`src/rtl/alu_ctrl_pkg.sv`:
```
// Shared definitions for the execution-stage ALU: control codes (same values
// the ALU control decoder emits), mult/div FSM encoding and default width.
package alu_ctrl_pkg;

  localparam int DATA_W_DEF = 32;

  // ALU control codes
  localparam logic [3:0] ALU_AND  = 4'b0000;
  localparam logic [3:0] ALU_OR   = 4'b0001;
  localparam logic [3:0] ALU_NOR  = 4'b1100;
  localparam logic [3:0] ALU_ADD  = 4'b0010;
  localparam logic [3:0] ALU_SUB  = 4'b0110;
  localparam logic [3:0] ALU_SLT  = 4'b0111;
  localparam logic [3:0] ALU_MULT = 4'b0101;
  localparam logic [3:0] ALU_DIV  = 4'b1000;
  localparam logic [3:0] ALU_MFHI = 4'b0011;
  localparam logic [3:0] ALU_MFLO = 4'b0100;

  // Mult/div sequencer states
  localparam logic [1:0] ST_IDLE     = 2'd0;
  localparam logic [1:0] ST_MUL_ITER = 2'd1;
  localparam logic [1:0] ST_DIV_ITER = 2'd2;
  localparam logic [1:0] ST_FIXUP    = 2'd3;

  // Sequencer control word; the state field is the FSM state, the rest is
  // what the sign fix-up needs once the unsigned core has finished.
  typedef struct packed {
    logic [1:0] state;
    logic       is_div;    // operation in flight is DIV (else MULT)
    logic       div_zero;  // divisor was zero at acceptance
    logic       neg_q;     // product / quotient must be negated
    logic       neg_r;     // remainder must be negated (dividend sign)
  } md_ctl_t;

endpackage

```
`src/rtl/md_iter_core.sv`:
```
// Unsigned iterative multiply / restoring divide core, one bit per cycle,
// DATA_W cycles per operation. Operates on magnitudes only; the owner applies
// signs. done is high during the cycle whose closing edge performs the final
// iteration, so the raw results are stable from the following cycle onward.
module md_iter_core #(
  parameter int DATA_W = 32
) (
  input  logic                  clk,
  input  logic                  rst,
  input  logic                  start,
  input  logic                  is_div,
  input  logic                  abort,
  input  logic [DATA_W-1:0]     mag_a,
  input  logic [DATA_W-1:0]     mag_b,
  output logic                  done,
  output logic [2*DATA_W-1:0]   product,
  output logic [DATA_W-1:0]     quot,
  output logic [DATA_W-1:0]     rem
);

  localparam int CNT_W = (DATA_W > 1) ? $clog2(DATA_W) : 1;

  logic              busy;
  logic              div_mode;
  logic [CNT_W-1:0]  cnt;
  logic [DATA_W-1:0] upper;    // product high half / partial remainder
  logic [DATA_W-1:0] lower;    // multiplier shifting out / quotient shifting in
  logic [DATA_W-1:0] operand;  // multiplicand / divisor
  logic [DATA_W-1:0] upper_nxt;
  logic [DATA_W-1:0] lower_nxt;
  logic [DATA_W:0]   mul_sum;
  logic [DATA_W:0]   div_shift;
  logic [DATA_W-1:0] div_diff;
  logic              div_fits;

  assign done    = busy && (cnt == CNT_W'(DATA_W - 1));
  assign product = {upper, lower};
  assign quot    = lower;
  assign rem     = upper;

  // One shift-add or shift-subtract step of the datapath
  always_comb begin
    mul_sum   = {1'b0, upper} + (lower[0] ? {1'b0, operand} : '0);
    div_shift = {upper, lower[DATA_W-1]};
    div_fits  = (div_shift >= {1'b0, operand});
    // Only used when it fits, so the true difference is below 2^DATA_W.
    div_diff  = div_shift[DATA_W-1:0] - operand;
    if (div_mode) begin
      upper_nxt = div_fits ? div_diff : div_shift[DATA_W-1:0];
      lower_nxt = {lower[DATA_W-2:0], div_fits};
    end else begin
      upper_nxt = mul_sum[DATA_W:1];
      lower_nxt = {mul_sum[0], lower[DATA_W-1:1]};
    end
  end

  // Load operands on start, iterate while busy, stop on abort or last step
  always_ff @(posedge clk or posedge rst) begin
    if (rst) begin
      busy     <= 1'b0;
      div_mode <= 1'b0;
      cnt      <= '0;
      upper    <= '0;
      lower    <= '0;
      operand  <= '0;
    end else if (start) begin
      busy     <= 1'b1;
      div_mode <= is_div;
      cnt      <= '0;
      upper    <= '0;
      lower    <= mag_a;
      operand  <= mag_b;
    end else if (busy) begin
      if (abort) begin
        busy <= 1'b0;
      end else begin
        upper <= upper_nxt;
        lower <= lower_nxt;
        cnt   <= cnt + CNT_W'(1);
        if (done) busy <= 1'b0;
      end
    end
  end

endmodule

```
`src/rtl/alu_hilo_exec.sv`:
```
// Execution-stage ALU with HI/LO registers. Logical, add/sub, SLT and
// MFHI/MFLO complete in one cycle; signed MULT/DIV run on md_iter_core and
// write HI/LO after a sign fix-up cycle.
// Handshake: an op is accepted on a rising edge where op_valid && op_ready;
// op_ready is high only while the sequencer is idle, and a requester seeing
// op_ready low must hold op_valid and its operands until accepted.
// Build option: ALU_FAST_MUL_EN selects a single-cycle combinational MULT
// (IDLE -> FIXUP directly); DIV is iterative in both builds.
module alu_hilo_exec
  import alu_ctrl_pkg::*;
#(
  parameter int DATA_W = DATA_W_DEF
) (
  input  logic              clk,
  input  logic              rst,
  input  logic              op_valid,
  output logic              op_ready,
  input  logic [3:0]        alu_ctrl,
  input  logic [DATA_W-1:0] src_a,
  input  logic [DATA_W-1:0] src_b,
  input  logic              abort,
  output logic              res_valid,
  output logic [DATA_W-1:0] result,
  output logic              zero,
  output logic              md_done,
  output logic [DATA_W-1:0] hi_q,
  output logic [DATA_W-1:0] lo_q
);

  md_ctl_t             ctl;
  logic [DATA_W-1:0]   dividend;
  logic [DATA_W-1:0]   alu_res;
  logic [DATA_W-1:0]   hi_nxt;
  logic [DATA_W-1:0]   lo_nxt;
  logic [DATA_W-1:0]   quot_s;
  logic [DATA_W-1:0]   rem_s;
  logic [DATA_W-1:0]   mag_a;
  logic [DATA_W-1:0]   mag_b;
  logic                accept;
  logic                core_start;
  logic                core_done;
  logic [2*DATA_W-1:0] core_prod;
  logic [DATA_W-1:0]   core_quot;
  logic [DATA_W-1:0]   core_rem;

  function automatic logic [DATA_W-1:0] magnitude(input logic [DATA_W-1:0] x);
    return x[DATA_W-1] ? (-x) : x;
  endfunction

  assign op_ready = (ctl.state == ST_IDLE);
  assign accept   = op_valid && op_ready;
  assign mag_a    = magnitude(src_a);
  assign mag_b    = magnitude(src_b);

`ifdef ALU_FAST_MUL_EN
  logic [2*DATA_W-1:0]        fast_prod;
  logic signed [2*DATA_W-1:0] fast_mul;
  assign fast_mul   = $signed({{DATA_W{src_a[DATA_W-1]}}, src_a}) *
                      $signed({{DATA_W{src_b[DATA_W-1]}}, src_b});
  assign core_start = accept && (alu_ctrl == ALU_DIV);
`else
  assign core_start = accept && ((alu_ctrl == ALU_MULT) || (alu_ctrl == ALU_DIV));
`endif

  md_iter_core #(.DATA_W(DATA_W)) u_core (
    .clk     (clk),
    .rst     (rst),
    .start   (core_start),
    .is_div  (alu_ctrl == ALU_DIV),
    .abort   (abort),
    .mag_a   (mag_a),
    .mag_b   (mag_b),
    .done    (core_done),
    .product (core_prod),
    .quot    (core_quot),
    .rem     (core_rem)
  );

  // Single-cycle result; undefined codes (and MULT/DIV) yield zero
  always_comb begin
    alu_res = '0;
    case (alu_ctrl)
      ALU_AND:  alu_res = src_a & src_b;
      ALU_OR:   alu_res = src_a | src_b;
      ALU_NOR:  alu_res = ~(src_a | src_b);
      ALU_ADD:  alu_res = src_a + src_b;
      ALU_SUB:  alu_res = src_a - src_b;
      ALU_SLT:  alu_res = {{(DATA_W-1){1'b0}}, ($signed(src_a) < $signed(src_b))};
      ALU_MFHI: alu_res = hi_q;
      ALU_MFLO: alu_res = lo_q;
      default:  alu_res = '0;
    endcase
  end

  // Sign fix-up of the raw core results into HI/LO values
  always_comb begin
    quot_s = ctl.neg_q ? (-core_quot) : core_quot;
    rem_s  = ctl.neg_r ? (-core_rem) : core_rem;
    hi_nxt = rem_s;
    lo_nxt = quot_s;
    if (ctl.is_div) begin
      if (ctl.div_zero) begin
        hi_nxt = dividend;
        lo_nxt = '1;
      end
    end else begin
`ifdef ALU_FAST_MUL_EN
      {hi_nxt, lo_nxt} = fast_prod;
`else
      {hi_nxt, lo_nxt} = ctl.neg_q ? (-core_prod) : core_prod;
`endif
    end
  end

  // Handshake, sequencer FSM, single-cycle result and HI/LO registers
  always_ff @(posedge clk or posedge rst) begin
    if (rst) begin
      ctl       <= '0;
      dividend  <= '0;
      result    <= '0;
      zero      <= 1'b1;
      res_valid <= 1'b0;
      md_done   <= 1'b0;
      hi_q      <= '0;
      lo_q      <= '0;
`ifdef ALU_FAST_MUL_EN
      fast_prod <= '0;
`endif
    end else begin
      res_valid <= 1'b0;
      md_done   <= 1'b0;
      case (ctl.state)
        ST_IDLE: begin
          if (op_valid) begin
            if (alu_ctrl == ALU_MULT) begin
              ctl.is_div <= 1'b0;
              ctl.neg_q  <= src_a[DATA_W-1] ^ src_b[DATA_W-1];
`ifdef ALU_FAST_MUL_EN
              fast_prod  <= $unsigned(fast_mul);
              ctl.state  <= ST_FIXUP;
`else
              ctl.state  <= ST_MUL_ITER;
`endif
            end else if (alu_ctrl == ALU_DIV) begin
              ctl.is_div   <= 1'b1;
              ctl.div_zero <= (src_b == '0);
              ctl.neg_q    <= src_a[DATA_W-1] ^ src_b[DATA_W-1];
              ctl.neg_r    <= src_a[DATA_W-1];
              dividend     <= src_a;
              ctl.state    <= ST_DIV_ITER;
            end else begin
              result    <= alu_res;
              zero      <= (alu_res == '0);
              res_valid <= 1'b1;
            end
          end
        end
        ST_MUL_ITER, ST_DIV_ITER: begin
          if (abort)          ctl.state <= ST_IDLE;
          else if (core_done) ctl.state <= ST_FIXUP;
        end
        ST_FIXUP: begin
          // abort is deliberately ignored here: the write always completes
          hi_q      <= hi_nxt;
          lo_q      <= lo_nxt;
          md_done   <= 1'b1;
          ctl.state <= ST_IDLE;
        end
        default: ctl.state <= ST_IDLE;
      endcase
    end
  end

endmodule
```
`config.mk`:
```
export PLATFORM = sky130hd
export DESIGN_NAME = alu_hilo_exec
export DESIGN_NICKNAME = d
export VERILOG_FILES = /design/src/rtl/alu_ctrl_pkg.sv /design/src/rtl/md_iter_core.sv /design/src/rtl/alu_hilo_exec.sv
export SDC_FILE = /design/constraint.sdc
export NUM_CORES = 1
export LEC_CHECK = 0
export ABC_CLOCK_PERIOD_IN_PS = 10200
export CAP_MARGIN = 20
export CORE_ASPECT_RATIO = 1.2
export CORE_MARGIN = 10
export CORE_UTILIZATION = 30
export CTS_CLUSTER_DIAMETER = 200
export CTS_CLUSTER_SIZE = 12
export DETAILED_ROUTE_END_ITERATION = 8
export GPL_TIMING_DRIVEN = 0
export SYNTH_ARGS = -nofsm -noshare
export SYNTH_HDL_FRONTEND = slang
export SYNTH_SLANG_ARGS = --single-unit
```
`constraint.sdc`:
```
create_clock -name clk -period 10.2 [get_ports clk]
set_clock_uncertainty 0.15 [all_clocks]
set_input_delay 2.04 -clock clk [delete_from_list [all_inputs] [get_ports clk]]
set_output_delay 2.04 -clock clk [all_outputs]
set_load 0.02 [all_outputs]
```
## Word-level counts from Yosys, hierarchy flattened

Index checks and enable logic that the tools add are counted.

| word-level totals | value |
|---|---|
| memories | 0 |
| flip-flop bits (word level) | 240 |
| output and inout bits | 100 |
| bits in latches | 0 |
| RAM bits | 0 |
| bits of input ports | 72 |
| memory bits (read-only) | 0 |

| cells by class | value |
|---|---|
| shifts and indexed selects | 0 |
| divide/modulo/power cells | 0 |
| reductions and logical operators | 16 |
| $lt $le $gt $ge | 2 |
| bitwise operators | 6 |
| mux-type cells | 41 |
| $add $sub $neg | 10 |
| equality and inequality tests | 17 |
| $mul | 0 |

Operators with widths:

| operator | count |
|---|---|
| 2-to-1 mux 32 bit | 18 |
| one-hot mux 32 bit (8 select lines) | 1 |
| negation 32 bit | 4 |
| logical NOT 32 bit | 2 |
| 2-to-1 mux 64 bit | 1 |
| negation 64 bit | 1 |
| subtractor 32 bit | 2 |
| adder 32 x 33 -> 33 bit | 1 |
| greater-or-equal comparator 33 x 32 -> 1 bit | 1 |
| adder 32 bit | 1 |
| AND 32 bit | 1 |
| < comparator 32 bit | 1 |
| inverter 32 bit | 1 |
| bitwise OR 32 bit | 1 |
| == test 4 x 3 -> 1 bit (second input constant) | 4 |
| 2-to-1 mux 5 bit | 3 |
| 2-to-1 mux 1 bit | 12 |
| 2-to-1 mux 6 bit | 2 |
| == test 4 x 2 -> 1 bit (second input constant) | 2 |
| == test 4 bit (second input constant) | 2 |
| AND reduction 4 bit | 2 |
| one-hot mux 2 bit (3 select lines) | 1 |
| AND reduction 3 bit | 2 |
| adder 5 x 1 -> 5 bit (second input constant) | 1 |
| 19 further kinds | 25 |

## Longest topological paths before layout

Gate-level depths: netlist of the first run.

| depth | value |
|---|---|
| depth in word-level cells | 6 |
| depth in mapped cells | 17 |
| mapped depth without buffers | 16 |

## Cells and area by module

A second synthesis of the first run with hierarchy kept.

| unflattened totals | value |
|---|---|
| cells, all modules | 3,179 |
| area, all modules | 24,755.0 sq um |

By module, submodules not included:

| module | instances | area each (sq um) | cells an instance | seq. area each (sq um) |
|---|---|---|---|---|
| alu_hilo_exec | 1 | 15,703.8 | 2,056 | 3,404.5 |
| md_iter_core | 1 | 9,051.2 | 1,123 | 2,577.5 |

## Worst setup path after synthesis of the first run

No wires, ideal clock.

| path | value |
|---|---|
| path type | in2reg |
| from | input src_a[0] |
| to | register zero |
| arrival time | 5.418 ns |
| path buffers | 0 |
| cell stages on the path | 16 |
| path slack | 4.527 ns |
| required time | 9.945 ns |
| cells stage by stage | inv_1 > ha_1 > inv_1 > fa_1 > nor2b_1 > o311a_1 > o22a_1 > a211oi_1 > o21ai_0 > and3_1 > nor4_1 > o211a_1 > nand4b_1 > nor4b_1 > nand4_1 > o41ai_1 |

| on the way | value |
|---|---|
| cells in the longest elaborated chain, start to end | 4 |
| elaborated cells on any way between the ends | 8 |
| those cells by class | add/sub: 2; order compare: 1; mux: 1; bitwise: 3; reduce/logical: 1 |

Ends and longest elaborated chain:

| item | RTL line | text |
|---|---|---|
| start: declaration | alu_hilo_exec.sv:19 | `input logic [DATA_W-1:0] src_a,` |
| parallel branches: the longest is 2 deep, another holds subtractor 32 bit | - |  |
| one-hot mux 32 bit (8 select lines) * | alu_hilo_exec.sv:82 | `case (alu_ctrl)` |
| logical NOT 32 bit * | alu_hilo_exec.sv:153 | `zero <= (alu_res == '0);` |
| end signal: assignment | alu_hilo_exec.sv:153 |  |
| end: declaration | alu_hilo_exec.sv:24 | `output logic zero,` |

Mark *: on every way between the ends.
A chain may end at the register's enable or synchronous reset.

## Final worst setup path of the first run

Same ends and word-level chain as after synthesis.

==> reports/summary.md, run 1 <==
- o21ai_0 — most common cell in the netlist
- u_core.quot[0] — reg-to-reg startpoint
- yes — clock tree from TritonCTS
- 4.61% — ratio of cells with drive above 1 in the final layout
- complete, no violations — status
- dfrtp_1 — post-synthesis cell type with the largest combined area
- 0 — Setup violations, final
- hi_q[4] — Crit Reg-Reg Endpoint
- 4131 — final standard cell count with taps included and fillers excluded
- dfrtp_1, ha_1, xnor2_1, o21ai_0, a21oi_1 — largest cells by area after synthesis
- src_a[0] — worst setup path start
- 26.1 µm — WL per Instance
- 0 — residual DRC count
- flip-flop to flip-flop — classification of the worst-slack hold path
- 239 — Clock Sink Count
- 128 MHz — Fmax achieved
- flip-flop — Worst Setup End Kind
- 22.8% — Slew headroom
- 0 — hold violation total from the final report
- input port — Worst setup SP type
- 0.00768 W — Total Power
- 1150 ps — slew of the pin with the lowest slew margin
- clkbuf_16 — clock root cell
- 5 — critical path peak fanout
- 0 — Post-DRT Antenna Nets
- 0 — total setup buffers inserted after CTS
- 340 ps — smallest hold slack
- 0 — number of enable flip-flop cells after synthesis
- 70 ps — clock transition at the register clock pins on the worst setup and hold paths after CTS
- 26.1% — sequential share of the synthesized area
- result[11] — launch point of the worst hold path
- 4098 — cell total after placement
- 16.4% — area growth from synthesis to layout
- 23400 — number of global-route vias before repair
- 63.5% — combinational fraction of design power
- 30.4% — Starting Density
- 580 ps — clock insertion delay at the later pin of the skew report
- input port to flip-flop — critical path class
- 25.9% — power share of the sequential group
- 12 — worst reg2reg path depth
- 170 — Port Buffer Count
- 2005 — Initial DRC Count
- 323 µm — Die Y-Extent
- 10500 ps — worst path required time
- 0 — CTS Hold Buffers Added
- 288 nW/µm² — power density relative to cell area
- 3 — maximum count of clock buffers along a single path
- 0 — Maximum Capacitance Violations
- 272 µm — horizontal die dimension
- 2912 — Cells after Synth
- 1 — H-tree Lvls
- 2 — number of antenna violations at the first check in global routing
- 3363 — number of nets in the layout
- 26.0% — post-synth top area share
- 7.86 µm² — Avg Synthesized Cell Area
- 108000 µm — routed wire length
- 76.8% — part of the cycle the worst path needs
- 23.6% — total global routing track utilization
- 8152 — Fill cells
- 110 — Core Rows
- 123 — pin count of the biggest net entering global routing
- 172 — count of boundary I/O pins
- 10.7% — relative contribution of the clock network to total power
- 23700 — routed via count
- 3159 — synthesized netlist net count
- 0.00374 W — internal portion of total power
- 75300 µm² — Floorplan Core Area
- 7830 ps — fin crit period
- 23 — CTS buffer count
- 4340 ps — reg-to-reg setup timing slack
- 86 — synth unique cells
- 10.8 nW — leakage power summed over all cells
- 157000 µm — global-route wire length before repair
- 0 — leftover overflow at the end of global routing
- 87800 µm² — Die Outline Area
- 0 — warnings from Yosys
- 22900 µm² — Post-Syn Area
- 5.74 — drt via density
- 239 — flops & latches, synth
- 0.974 — global placement routability congestion
- o21ai_0, nand2_1, nor2_1 — top cell types by occurrence after synthesis
- 0 — Slew Limit Fails
- 100% — share of synthesized flip-flops with an asynchronous set or reset
- false — RSZ-0062 raised after global routing
- 0 — number of diodes added for antenna fixing
- 87900 µm — Post-DP HPWL
- 51.2% — Switching Share
- 0.00393 W — switching power summed over all nets
- 0 — Resized cells post-CTS
- dfrtp_1 — Primary FF master, synth
- 0.128 mV — peak supply drop
- 8130 ps — WP data arrival
- 0 ps — setup total negative slack
- result[11] — Hold EP
- 1 — worst hold path stage count
- 7 — Pre-antenna DRT Iters
## placed cells by master, fill, tap and decap left out, drive strengths merged, types with 19 or more instances in the layout
cell type      synthesis  final
o21ai                283    283
nand2                276    276
nor2                 239    239
dfrtp                238    238
a21oi                213    213
clkbuf               165    197
inv                  188    189
ha                   171    171
clkdlybuf4s50          0    170
xnor2                163    163
mux2i                 65     65
o211ai                65     65
mux2                  59     59
nor3                  48     48
nand3                 46     46
o31ai                 42     42
a211oi                37     37
a21o                  36     36
or3                   36     36
nand4                 34     34
nand2b                32     32
o22a                  31     31
a31oi                 31     31
buf                   20     28
o41ai                 27     27
xor2                  23     23
nor4                  23     23
a22oi                 22     22
or4                   19     19
nor2b                 19     19
or2                   19     19
## worst max-delay path: stages
cell and delay (ps):
clkdlybuf4s50_1 630, inv_1 310, ha_1 260, inv_1 70
fa_1 380, nor2b_1 170, o311a_1 340, o22a_1 250
a211oi_1 820, o21ai_0 490, and3_1 310, nor4_1 410
o211a_1 250, nand4b_1 90, nor4b_1 750, nand4_1 210
o41ai_1 350
## through the flow
step                area, µm²  setup slack [ps]  utilization [%]
finish                  26600              2370             35.4
global route            26600              2190             35.4
CTS                     26600              2460             35.4
detailed placement      26000              1920             34.5
global placement        25800             -2310             34.3
floorplan               22900              1450                -
## cells by family (layout without fill, tap and decap cells)
kind of cell / count (synthesis) / after routing / share of synthesized area (%)
flops: 239 / 239 / 26.1
compound gates: 970 / 970 / 27.5
simple gates: 843 / 843 / 17.5
buf+inv: 374 / 585 / 6.17
fa+ha+maj: 175 / 175 / 9.70
xor+xnor: 186 / 186 / 7.12
mux: 125 / 125 / 5.86
## state kept, by name, summed over array words and instances (netlist names)
signal and cells:
hi_q 32, lo_q 32, result 32, u_core.operand 32, u_core.quot 32, u_core.rem 32, dividend 31, ctl 6
u_core.cnt 5, md_done 1, res_valid 1, u_core.busy 1, u_core.div_mode 1, zero 1
## metal layers
layer	vias to the layer above	wire length [µm]	share of wire, %	global-route usage [%]
met5	-	27	0.025	0
met4	4	6480	6.0	13.2
met3	257	6600	6.1	3.37
met2	939	52200	48	40.9
met1	11500	42600	39	27.6
li1	11000	-	-	-
## power by group through the flow
| stage | Sequential, W | Combinational [W] | Clock (W) |
|---|---|---|---|
| 3_5_place_dp | 0.00197 | 0.00480 | 0 |
| 6_report | 0.00198 | 0.00487 | 0.000818 |
| 2_1_floorplan | 0.00192 | 0.00303 | 0 |
| 3_3_place_gp | 0.00197 | 0.00475 | 0 |
| 5_1_grt | 0.00202 | 0.00526 | 0.000858 |
| 4_1_cts | 0.00196 | 0.00482 | 0.000825 |
## layout make-up
| class | instances | area (µm²) | area share (%) |
|---|---|---|---|
| tap | 1008 | 1260 | 4.74 |
| clock inverter | 1 | 8.76 | 0.0329 |
| sequential | 239 | 5980 | 22.5 |
| inverter | 189 | 717 | 2.69 |
| buffer | 185 | 703 | 2.64 |
| multi-input combinational | 2299 | 15500 | 58.3 |
| clock buffer | 31 | 606 | 2.27 |
| timing repair buffer | 179 | 1820 | 6.83 |
## worst max path at each step
stage | to | cells after the start
finish | zero | 17
global route | zero | 17
CTS | zero | 17
detailed placement | zero | 17
global placement | u_core.rem[7] | 2
floorplan | ctl[0] | 1
Note: power is estimated with default switching activity, not from simulation.
==> inputs of run 2 (changes only) <==
- ABC_CLOCK_PERIOD_IN_PS: 10200 -> 6300
- clock period: 10.2 -> 6.3 ns (I/O delays scaled with it)
==> run 2 against run 1 <==
Via count increased by 1.0%. Routed wire length up 0.29%. Sequential share of layout area shrank 0.14 points. Combinational power is 63% higher. First-iteration DRC count about the same. Sequential cell count unchanged. Cell count increased by 0.17%. Critical path depth is 1 lower. Die area unchanged. Register-to-register slack got worse by 4000 ps. Global-route usage rose by 0.052 points. Total power up 63%. Largest cell class unchanged.
==> reports/summary.md, run 2 (synthesized netlist as in run 1, its figures left out) <==
- 0.213 mV — peak supply drop, was 0.128 mV
- 23.6% — total global routing track utilization, about the same
- 2004 — Initial DRC Count, was 2005
- clkbuf_1 — cell with the most instances on the worst path, was inv_1
- 20.2% — Slew headroom, was 22.8%
- 10.9 nW — leakage power summed over all cells, was 10.8 nW
- 25.7% — power share of the sequential group, was 25.9%
- 5.05% — ratio of cells with drive above 1 in the final layout, was 4.61%
- 0 — Slew Limit Fails, unchanged
- clkdlybuf4s50_1 -> clkbuf_1 -> clkbuf_1 -> clkbuf_1 -> mux2i_1 -> nor2_1 -> a31oi_1 -> nor3_1 -> nand4b_1 -> nor4_1 -> o2111ai_1 -> nor4b_4 -> nand4b_1 -> nor4b_2 -> nand4_1 -> o41ai_1 — cell breakdown of the critical path, was clkdlybuf4s50_1 -> inv_1 -> ha_1 -> inv_1 -> fa_1 -> nor2b_1 -> o311a_1 -> o22a_1 -> a211oi_1 -> o21ai_0 -> and3_1 -> nor4_1 -> o211a_1 -> nand4b_1 -> nor4b_1 -> nand4_1 -> o41ai_1
- 23 — CTS buffer count, unchanged
- input port — Worst setup SP type, unchanged
- yes — clock tree from TritonCTS, unchanged
- clkdlybuf4s50_1 — cell with the largest stage delay on the worst path, was a211oi_1
- 75300 µm² — Floorplan Core Area, unchanged
- 5.79 — drt via density, was 5.74
- 466 nW/µm² — power density relative to cell area, was 288 nW/µm²
- o21ai_0 — most common library cell in the layout ignoring fill and taps, unchanged
- o21ai_0, nand2_1, nor2_1 — most used cells in the layout excluding fill and tap cells, unchanged
- 323 µm — Die Y-Extent, unchanged
- 10 — critical path peak fanout, was 5
- 620 ps — Max stage delay on crit path, was 820 ps
- 0 ps — setup total negative slack, unchanged
- 1 — H-tree Lvls, unchanged
- 8035 — Fill cells, was 8152
- 23400 — number of global-route vias before repair, about the same
- complete, no violations — status, unchanged
- 164 MHz — Fmax achieved
- 3368 — number of nets in the layout, was 3363
- 26.1 µm — WL per Instance, about the same
- 6580 ps — worst path required time, was 10500 ps
- 1190 ps — slew of the pin with the lowest slew margin, was 1150 ps
- 0 — hold violation total from the final report, unchanged
- 0.00608 W — internal portion of total power, was 0.00374 W
- clkbuf_16 — clock root cell, unchanged
- 4138 — final standard cell count with taps included and fillers excluded, was 4131
- 0 — Maximum Capacitance Violations, unchanged
- 0.991 — global placement routability congestion, was 0.974
- 42 — pin count of the biggest net entering global routing, was 123
- 0 — leftover overflow at the end of global routing, unchanged
- 87800 µm² — Die Outline Area, unchanged
- 30.4% — Starting Density, unchanged
- 51.3% — Switching Share, was 51.2%
- 560 ps — clock insertion delay at the later pin of the skew report, was 580 ps
- 110 — Core Rows, unchanged
- 0 — Setup violations, final, unchanged
- 6100 ps — fin crit period
- 4104 — cell total after placement, was 4098
- 26100 µm² — post-detailed-placement cell area, was 26000 µm²
- 0.0125 W — Total Power, was 0.00768 W
- 6 — Pre-antenna DRT Iters, was 7
- 6380 ps — WP data arrival, was 8130 ps
- 360 ps — reg-to-reg setup timing slack, was 4340 ps
- input port to flip-flop — critical path class, unchanged
- 5980 µm² — register area, unchanged
- 15600 µm² — Multi-input gate area, was 15500 µm²
- 3 — maximum count of clock buffers along a single path, unchanged
- 17.1% — area growth from synthesis to layout, was 16.4%
- 172 — count of boundary I/O pins, unchanged
- 0 — residual DRC count, unchanged
- 157000 µm — global-route wire length before repair, about the same
- 96.8% — part of the cycle the worst path needs
- 35.6% — utilization of the core after routing, was 35.4%
- 0.00641 W — switching power summed over all nets, was 0.00393 W
- 26800 µm² — final design instance area without fill, was 26600 µm²
- flip-flop to flip-flop — classification of the worst-slack hold path, unchanged
- 60 ps — clock transition at the register clock pins on the worst setup and hold paths after CTS, was 70 ps
- 10.6% — relative contribution of the clock network to total power, was 10.7%
- 239 — Clock Sink Count, unchanged
- 3 — number of antenna violations at the first check in global routing, was 2
- 0 — Post-DRT Antenna Nets, unchanged
- 170 — Port Buffer Count, unchanged
- flip-flop — Worst Setup End Kind, unchanged
- 63.6% — combinational fraction of design power, was 63.5%
- 24000 — routed via count, was 23700
- 88200 µm — Post-DP HPWL, was 87900 µm
- 108000 µm — routed wire length, about the same
- 272 µm — horizontal die dimension, unchanged
[run 2: layout make-up]
class                           count  area share [%]
Antenna cell                        2          0.0187
Buffer                            184            2.61
Clock buffer                       32            2.27
Inverter                          189            2.66
Multi-Input combinational cell   2299            58.3
Sequential cell                   239            22.3
Tap cell                         1008            4.71
Timing Repair Buffer              185            7.12
[run 2: per-stage QoR]
step                setup slack, ps  hold slack, ps
floorplan                      1410             300
global placement              -1510             327
detailed placement            -1320             337
CTS                            77.9             354
global route                  -10.9             371
finish                          203             345
[run 2: worst max-delay path, delay by kind of cell]
| kind | cells | cell delay [ps] |
|---|---|---|
| mux | 1 | 280 |
| compound gates | 3 | 820 |
| simple gates | 8 | 1910 |
| buf+inv | 4 | 2100 |
[run 2: final timing paths]
path / start / cells past startpoint / end
max: alu_ctrl[2] / 16 / zero
min: result[11] / 1 / result[11]
max reg2reg: u_core.quot[0] / 12 / hi_q[4]
min reg2reg: result[11] / 1 / result[11]
max in group asynchronous: rst / 6 / u_core.quot[2]
min in group asynchronous: rst / 2 / result[28]
[run 2: power groups by stage]
stage                     clock network (W)  registers (W)  logic [W]
final                               0.00133        0.00321    0.00794
after global routing                0.00140        0.00327    0.00858
after CTS                           0.00134        0.00317    0.00784
after detailed placement                  0        0.00319    0.00780
after global placement                    0        0.00319    0.00771
after floorplan                           0        0.00311    0.00491
[run 2: per-layer routing]
layer / part of all wire (%) / global-route usage (%)
met4: 6.2 / 13.1
met1: 39 / 27.6
met2: 48 / 41.2
met3: 6.7 / 3.12
met5: 0 / 0
[run 2: what timing repair did]
action,CTS,global route
hold buffers,0,0
resized for setup,7,11
hold endpoints to repair,0,0
pin swaps,0,1
endpoints found under the setup margin,1,1
buffers inserted,0,1
==> inputs of run 3 (changes only) <==
- SLEW_MARGIN: not set -> 5
==> run 3 against run 2 <==
Final area is essentially flat. Count of clock-buffer cells in the layout is 1 lower. Largest power group unchanged. Via count decreased by 0.57%. Highest routed layer is now met5. Sequential cell count unchanged. Largest cell class unchanged.
==> reports/summary.md, run 3 (synthesized netlist as in run 1, its figures left out) <==
- 3367 — number of nets in the layout, was 3368
- 51.3% — Switching Share, about the same
- result[1] — launch point of the worst hold path, was result[11]
- complete, no violations — status, unchanged
- 0.00640 W — switching power summed over all nets, was 0.00641 W
- u_core.quot[0] — reg-to-reg startpoint, unchanged
- 345 ps — smallest hold slack, about the same
- 5.15% — ratio of cells with drive above 1 in the final layout, was 5.05%
- 0 — CTS Hold Buffers Added, unchanged
- zero — Critical Path Sink, unchanged
- 10.9 nW — leakage power summed over all cells, about the same
- 5.76 — drt via density, was 5.79
- 0 — Post-DRT Antenna Nets, unchanged
- 23 — CTS buffer count, unchanged
- src_a[0] — worst setup path start, was alu_ctrl[2]
- 239 — Clock Sink Count, unchanged
- 6390 ps — WP data arrival, was 6380 ps
- 23800 — routed via count, was 24000
- -1290 ps — post-place setup slack, was -1320 ps
- 26800 µm² — final design instance area without fill, about the same
- 63.5% — combinational fraction of design power, was 63.6%
- 0.00608 W — internal portion of total power, about the same
- 0.991 — global placement routability congestion, unchanged
- 164 MHz — Fmax achieved, about the same
- 60 ps — clock transition at the register clock pins on the worst setup and hold paths after CTS, about the same
- o21ai_0, nand2_1, nor2_1 — most used cells in the layout excluding fill and tap cells, unchanged
- 2 — number of antenna violations at the first check in global routing, was 3
- 580 ps — clock insertion delay at the later pin of the skew report, was 560 ps
- 6110 ps — fin crit period, was 6100 ps
- 23.6% — total global routing track utilization, about the same
- 0 — Maximum Capacitance Violations, unchanged
- 0 — hold violation total from the final report, unchanged
- 97.0% — part of the cycle the worst path needs, was 96.8%
- 0 — Slew Limit Fails, unchanged
- 1210 ps — slew of the pin with the lowest slew margin, was 1190 ps
- 170 — Port Buffer Count, unchanged
- 17.1% — area growth from synthesis to layout, about the same
- 172 — count of boundary I/O pins, unchanged
- 466 nW/µm² — power density relative to cell area, about the same
- 87800 µm² — Die Outline Area, unchanged
- 157000 µm — global-route wire length before repair, about the same
- false — RSZ-0062 raised after global routing
- 10.8% — relative contribution of the clock network to total power, was 10.6%
- o21ai_0 — most common library cell in the layout ignoring fill and taps, unchanged
- flip-flop to flip-flop — classification of the worst-slack hold path, unchanged
- 75300 µm² — Floorplan Core Area, unchanged
- 0.0125 W — Total Power, about the same
- 12 — worst reg2reg path depth, unchanged
- input port — Worst setup SP type, unchanged
- 6580 ps — worst path required time, about the same
- 0 ps — setup total negative slack, unchanged
- 110 — Core Rows, unchanged
- 23300 — number of global-route vias before repair, was 23400
- flip-flop — Worst Setup End Kind, unchanged
- 189 ps — worst-case setup margin in the final layout, was 203 ps
- 0 — Setup violations, final, unchanged
- 6 — Pre-antenna DRT Iters, unchanged
- 88200 µm — Post-DP HPWL, about the same
- 3 — maximum count of clock buffers along a single path, unchanged
- 1 — H-tree Lvls, unchanged
- 0 — leftover overflow at the end of global routing, unchanged
- yes — clock tree from TritonCTS, unchanged
- 272 µm — horizontal die dimension, unchanged
- 5 — critical path peak fanout, was 10
- hi_q[4] — Crit Reg-Reg Endpoint, unchanged
- 26100 µm² — post-detailed-placement cell area, about the same
- 390 ps — reg-to-reg setup timing slack, was 360 ps
- clkbuf_16 — clock root cell, unchanged
- 30.4% — Starting Density, unchanged
- 26.1 µm — WL per Instance, about the same
- 0.220 mV — peak supply drop, was 0.213 mV
- input port to flip-flop — critical path class, unchanged
- 40 — pin count of the biggest net entering global routing, was 42
- 108000 µm — routed wire length, about the same
- 0 — residual DRC count, unchanged
- 18.5% — Slew headroom, was 20.2%
- 323 µm — Die Y-Extent, unchanged
- 2007 — Initial DRC Count, was 2004
- 25.7% — power share of the sequential group, about the same
[run 3: power by group through the flow]
stage | clock network, W | registers (W) | logic (W)
global route | 0.00142 | 0.00326 | 0.00859
finish | 0.00134 | 0.00321 | 0.00792
CTS | 0.00136 | 0.00317 | 0.00784
floorplan | 0 | 0.00311 | 0.00491
detailed placement | 0 | 0.00319 | 0.00780
global placement | 0 | 0.00319 | 0.00771
[run 3: how the worst min path moves through the flow]
stage	end	slack (ps)	depth (start not counted)
final	result[1]	340	2
after floorplan	u_core.operand[11]	300	2
after detailed placement	result[1]	340	2
after global routing	result[11]	370	1
after global placement	result[11]	330	1
after CTS	result[11]	350	1
[run 3: worst max-delay path, stage by stage]
cell,delay [ps]
clkdlybuf4s50_1,660
inv_1,320
ha_1,270
inv_1,70
fa_1,380
nor2b_1,170
o311a_1,340
o22a_1,280
a211oi_4,470
o41ai_2,240
a221o_1,340
a21oi_1,280
o211a_1,230
nand4b_1,160
nor4b_4,380
nand4_1,130
o41ai_1,400
[run 3: layout make-up]
type	instances	area, µm²
Fill cell	7957	48500
Multi-Input combinational cell	2299	15600
Sequential cell	239	5980
Timing Repair Buffer	183	1900
Tap cell	1008	1260
Inverter	189	713
Buffer	185	703
Clock buffer	31	606
Clock inverter	1	8.76
Antenna cell	1	2.50
[run 3: what timing repair did]
action	CTS	global route
endpoints found under the setup margin	1	1
resized for setup	7	11
setup buffers	0	0
gates cloned	0	0
[run 3: per-stage QoR]
stage | utilization, % | std cells
final | 35.6 | 4136
after global placement | 34.3 | 4090
after floorplan | - | 2912
after global routing | 35.6 | 4135
after CTS | 35.5 | 4135
after detailed placement | 34.7 | 4103
[run 3: per-layer routing]
metal,GRT usage (%),vias up,part of all wire (%)
met5,0,-,0.015
met4,12.9,2,5.8
met3,3.18,272,6.5
met2,41.3,1009,49
met1,27.5,11500,39
li1,-,11000,-
==> RTL change 1: new RTL, flow settings as in run 2 <==
`DATA_W_DEF`: 32 -> 16.
--- a/src/rtl/alu_ctrl_pkg.sv
+++ b/src/rtl/alu_ctrl_pkg.sv
@@ -2,7 +2,7 @@
 // the ALU control decoder emits), mult/div FSM encoding and default width.
 package alu_ctrl_pkg;
 
-  localparam int DATA_W_DEF = 32;
+  localparam int DATA_W_DEF = 16;
 
   // ALU control codes
   localparam logic [3:0] ALU_AND  = 4'b0000;
Ports: changed (5 resized); port bits go from 172 to 92. The function was not compared with the original's and may differ.
==> RTL change 1 against run 2 <==
Setup slack better by 620 ps; largest power group unchanged; critical path type unchanged; largest cell class unchanged; critical endpoint unchanged; sequential cell count shrank 113; routed wire length decreased by 60%; global-route usage decreased by 4.7 points; synthesized cell count down 53%; power decreased by 48%; cell area is 50% lower; synthesized area down 51%.
==> RTL change 1: results (changes against run 2) <==
| Metric | Value |
|---|---|
| Status | `finished clean (unchanged)` |
| Register area share after synthesis | `27.90% (was 26.14%)` |
| Most common library cells after synthesis | `nand2_1, dfrtp_1, nor2_1 (was o21ai_0, nand2_1, nor2_1)` |
| GR Layer Usage met3 | `3.134% (was 3.117%)` |
| Crit share post-route | `86.87% (was 96.78%)` |
| Syn nets | `1509 (was 3159)` |
| Worst Setup SP | `src_a[3] (was alu_ctrl[2])` |
| Fin area | `0.01347 sq mm (was 0.02679 sq mm)` |
| Clock buf/inv share | `4.506% (was 2.275%)` |
| CLK BUF | `21 (was 32)` |
| PortBufs | `91 (was 170)` |
| Met1 wire length | `17350 um (was 41920 um)` |
| Critical path fanouts, max | `6 (was 10)` |
| Main area contributors after synthesis | `dfrtp_1, ha_1, xnor2_1 (unchanged)` |
| Met3 WL | `1848 um (was 7262 um)` |
| #FFs+latches synth | `126 (was 239)` |
| Hold Crit Depth | `2 (was 1)` |
| Clock Path Buffers | `2 (was 3)` |
| P_int | `0.003411 W (was 0.006076 W)` |
| # diodes | `0 (was 2)` |
| Fraction of area in registers | `23.42% (was 22.33%)` |
| Reg2reg end | `u_core.rem[15] (was hi_q[4])` |
| Initial antenna violation count | `0 (was 3)` |
| Post-CTS resize count | `0 (was 7)` |
| Number of non-clock buffers | `179 (was 369)` |
| Routability cong. | `0.9767 (was 0.9914)` |
| GRT met1 Usage | `20.43% (was 27.64%)` |
| Adder-cell share of the synthesized area | `10.45% (was 9.700%)` |
| Number of unique standard cell types used by synthesis | `78 (was 86)` |
| Wirelength per Cell | `22.16 um (was 26.15 um)` |
| Total Nets Final | `1621 (was 3368)` |
| Max VDD drop | `0.2477 mV (was 0.2133 mV)` |
| Area fraction in compound gates after synthesis | `23.62% (was 27.46%)` |
| Vias in the first global route | `11200 (was 23440)` |
| P&R area growth vs syn | `19.14% (was 17.06%)` |
| Multi-input combinational area share | `55.23% (was 58.27%)` |
| Non-clock inverters | `92 (was 189)` |
| Slew HR | `26.31% (was 20.16%)` |
| Data buffer area share | `9.838% (was 9.730%)` |
| M2 GR Usage | `34.77% (was 41.20%)` |
| Global-route wire length before repair | `66920 um (was 157100 um)` |
| Total GRT Usage | `18.88% (was 23.61%)` |
| Placed Area | `0.01286 sq mm (was 0.02607 sq mm)` |
| DP HPWL | `35410 um (was 88190 um)` |
| #MultiIn Comb | `1073 (was 2299)` |
| Placement Setup Slack | `462.8 ps (was -1324 ps)` |
| Largest net degree at the start of global routing | `67 (was 42)` |
| Start point of the worst hold path | `u_core.operand[6] (was result[11])` |
| Reg2reg setup slack | `2000 ps (was 360 ps)` |
| CP arrival | `5660 ps (was 6380 ps)` |
## RTL change 1: changes by cell type after synthesis, sizes merged, moves of 83 or more
cell	before	now
o21ai	283	115
ha	171	88
clkbuf	165	63
inv	188	90
nor2	239	117
xnor2	163	68
dfrtp	238	125
nand2	276	132
a21oi	213	90
## RTL change 1: per-stage QoR
stage / hold WS (ps) / setup TNS (ps) / total power, W
final: 329.9 / 0 / 0.006437
after global routing: 364.9 / 0 / 0.006900
after CTS: 334.8 / 0 / 0.006425
after detailed placement: 321.9 / 0 / 0.005328
after global placement: 312.4 / -77270 / 0.005304
after floorplan: 299.8 / 0 / 0.004068
## RTL change 1: power by group through the flow
stage / Clock, W / Combinational (W) / Sequential, W
after floorplan: 0 / 0.00245 / 0.00162
after CTS: 0.00106 / 0.00377 / 0.00159
final: 0.00105 / 0.00378 / 0.00160
after global placement: 0 / 0.00371 / 0.00160
after global routing: 0.00110 / 0.00416 / 0.00165
after detailed placement: 0 / 0.00372 / 0.00160
==> RTL change 2: new RTL, settings of run 2 <==
Made on the original files. Reset style: synchronous (`rst`), changed in 2 clocked blocks.
--- a/src/rtl/md_iter_core.sv
+++ b/src/rtl/md_iter_core.sv
@@ -55,7 +55,7 @@
   end
 
   // Load operands on start, iterate while busy, stop on abort or last step
-  always_ff @(posedge clk or posedge rst) begin
+  always_ff @(posedge clk) begin
     if (rst) begin
       busy     <= 1'b0;
       div_mode <= 1'b0;
--- a/src/rtl/alu_hilo_exec.sv
+++ b/src/rtl/alu_hilo_exec.sv
@@ -113,7 +113,7 @@
   end
 
   // Handshake, sequencer FSM, single-cycle result and HI/LO registers
-  always_ff @(posedge clk or posedge rst) begin
+  always_ff @(posedge clk) begin
     if (rst) begin
       ctl       <= '0;
       dividend  <= '0;
Formal check against the unedited RTL: differs if rst is asserted again (counterexample within 4 cycles, from zero or initial values and one cycle with rst high); with rst held inactive, the same outputs for 4 cycles.
==> RTL change 2 against run 2 <==
Via count is 7.1% higher; routed wire length rose by 7.4%; critical path depth shrank 2; setup slack lost 120 ps; synthesized area fell by 1.2%; cell area shrank 2.1%; sequential cell count stayed put; critical path type unchanged.
Power is not compared: it rests on default switching activity, and its combinational part moved more than twofold at a synthesized area within 25%.
==> RTL change 2: results (changes against run 2) <==
| Metric | Value |
|---|---|
| Status | `finished clean (unchanged)` |
| Clock buf/inv share | `2.242% (was 2.275%)` |
| Layout cells sized above 1 | `3.033% (was 5.051%)` |
| Global-route wire length before repair | `167200 um (was 157100 um)` |
| Placement Setup Slack | `-550.2 ps (was -1324 ps)` |
| Total Nets Final | `3575 (was 3368)` |
| Fillers | `8180 (was 8035)` |
| Initial DRC Count | `2855 (was 2004)` |
| FF-to-FF Start | `u_core.quot[0] (unchanged)` |
| Post-CTS resize count | `0 (was 7)` |
| Tightest Pin Transition | `1244 ps (was 1187 ps)` |
| Leak | `around 9.5 nW` |
| Routed via count | `25660 (was 23970)` |
| Slowest CP cell | `clkdlybuf4s50_1 (unchanged)` |
| Start point of the worst hold path | `dividend[0] (was result[11])` |
| PortBufs | `169 (was 170)` |
| Non-clock inverters | `164 (was 189)` |
| Most common library cells after synthesis | `nor2_1, nand2_1, a21oi_1 (was o21ai_0, nand2_1, nor2_1)` |
| Number of unique standard cell types used by synthesis | `80 (was 86)` |
| CLK BUF | `24 (was 32)` |
| Total GRT Usage | `25.33% (was 23.61%)` |
| CP delay by family, top | `compound AO/OA/AOI/OAI gates (was buffers and inverters)` |
| Final wirelength | `116200 um (was 108200 um)` |
| Seq_cells | `239 (unchanged)` |
| Drt pass-1 iters | `8 (was 6)` |
| Number of non-clock buffers | `400 (was 369)` |
| Worst Setup SP | `src_a[1] (was alu_ctrl[2])` |
| Syn nets | `3376 (was 3159)` |
| Routability cong. | `0.9840 (was 0.9914)` |
| Worst-skew pair later-pin latency | `580 ps (was 560 ps)` |
| Sequential cell area | `0.004785 sq mm (was 0.005982 sq mm)` |
| Synth Flop Type | `dfxtp_1 (was dfrtp_1)` |
| Placed Instances | `4313 (was 4104)` |
| Vias in the first global route | `25150 (was 23440)` |
| Post-CTS Repair Setup Buffers | `0 (unchanged)` |
| CP arrival | `6560 ps (was 6380 ps)` |
| DP HPWL | `94470 um (was 88190 um)` |
| Wirelength per Cell | `26.78 um (was 26.15 um)` |
| Main area contributors after synthesis | `dfxtp_1, ha_1, nor2_1 (was dfrtp_1, ha_1, xnor2_1)` |
| FFs w/ async S/R, synth | `0% (was 100.0%)` |
| Largest net degree at the start of global routing | `13 (was 42)` |
| Data buffer area share | `9.899% (was 9.730%)` |
| Clock slew at reported path FFs | `80 ps (was 60 ps)` |
| #MultiIn Comb | `2502 (was 2299)` |
| Multi-input logic area | `0.01638 sq mm (was 0.01561 sq mm)` |
| Avg Cell Area, Syn | `7.219 sq um (was 7.858 sq um)` |
| Critical path fanouts, max | `8 (was 10)` |
| Worst path max stage delay | `790 ps (was 620 ps)` |
| Register area share after synthesis | `21.17% (was 26.14%)` |
[RTL change 2: changes by cell type after synthesis, moves of 24 or more]
cell	change
dfrtp_1	-238
o22a_1	-27
inv_1	-24
o21ai_0	-106
nand2_1	+31
a21oi_1	+44
clkbuf_1	+44
nor2_1	+126
mux2_2	-42
dfxtp_1	+239
a211oi_1	+113
xnor2_1	-33
[RTL change 2: worst paths after layout]
| check | slack [ps] | cells after the start | to |
|---|---|---|---|
| worst min-delay path | 310 | 2 | dividend[0] |
| worst max register to register | 1200 | 11 | hi_q[10] |
| worst max-delay path | 90 | 14 | zero |
| worst min register to register | 310 | 2 | dividend[0] |
[RTL change 2: per-layer routing]
layer	track usage (%)	wire, um
met5	0	25
met4	15.72	7895
met3	4.035	7986
met2	44.36	55800
met1	28.43	44540
[RTL change 2: cells by family (layout without fill, tap and decap cells)]
kind of cell | after synthesis | after routing | share of synthesized area, %
buf+inv | 390 | 589 | 6.538
mux | 84 | 84 | 3.864
flops | 239 | 239 | 21.17
compound gates | 1030 | 1030 | 30.60
simple gates | 1040 | 1040 | 21.34
other cells | 0 | 2 | 0
xor+xnor | 175 | 175 | 6.781
fa+ha+maj | 173 | 173 | 9.710
[RTL change 2: report_power, final]
part	internal, W	switching, W	total (W)
Clock	0.000646	0.000653	0.00130
Sequential	0.00163	0.000126	0.00176
Combinational	0.000909	0.00174	0.00265
[RTL change 2: stage by stage]
step | util [%] | area (sq um) | TNS [ps] | hold slack [ps]
final | 35.03 | 26230 | 0 | 305.7
after detailed placement | 34.21 | 25620 | -720.4 | 299.4
after floorplan | - | 22600 | 0 | 281.2
after global placement | 34.13 | 25550 | -3916 | 293.1
after global routing | 35.02 | 26220 | 0 | 329.6
after CTS | 35.00 | 26200 | 0 | 308.0
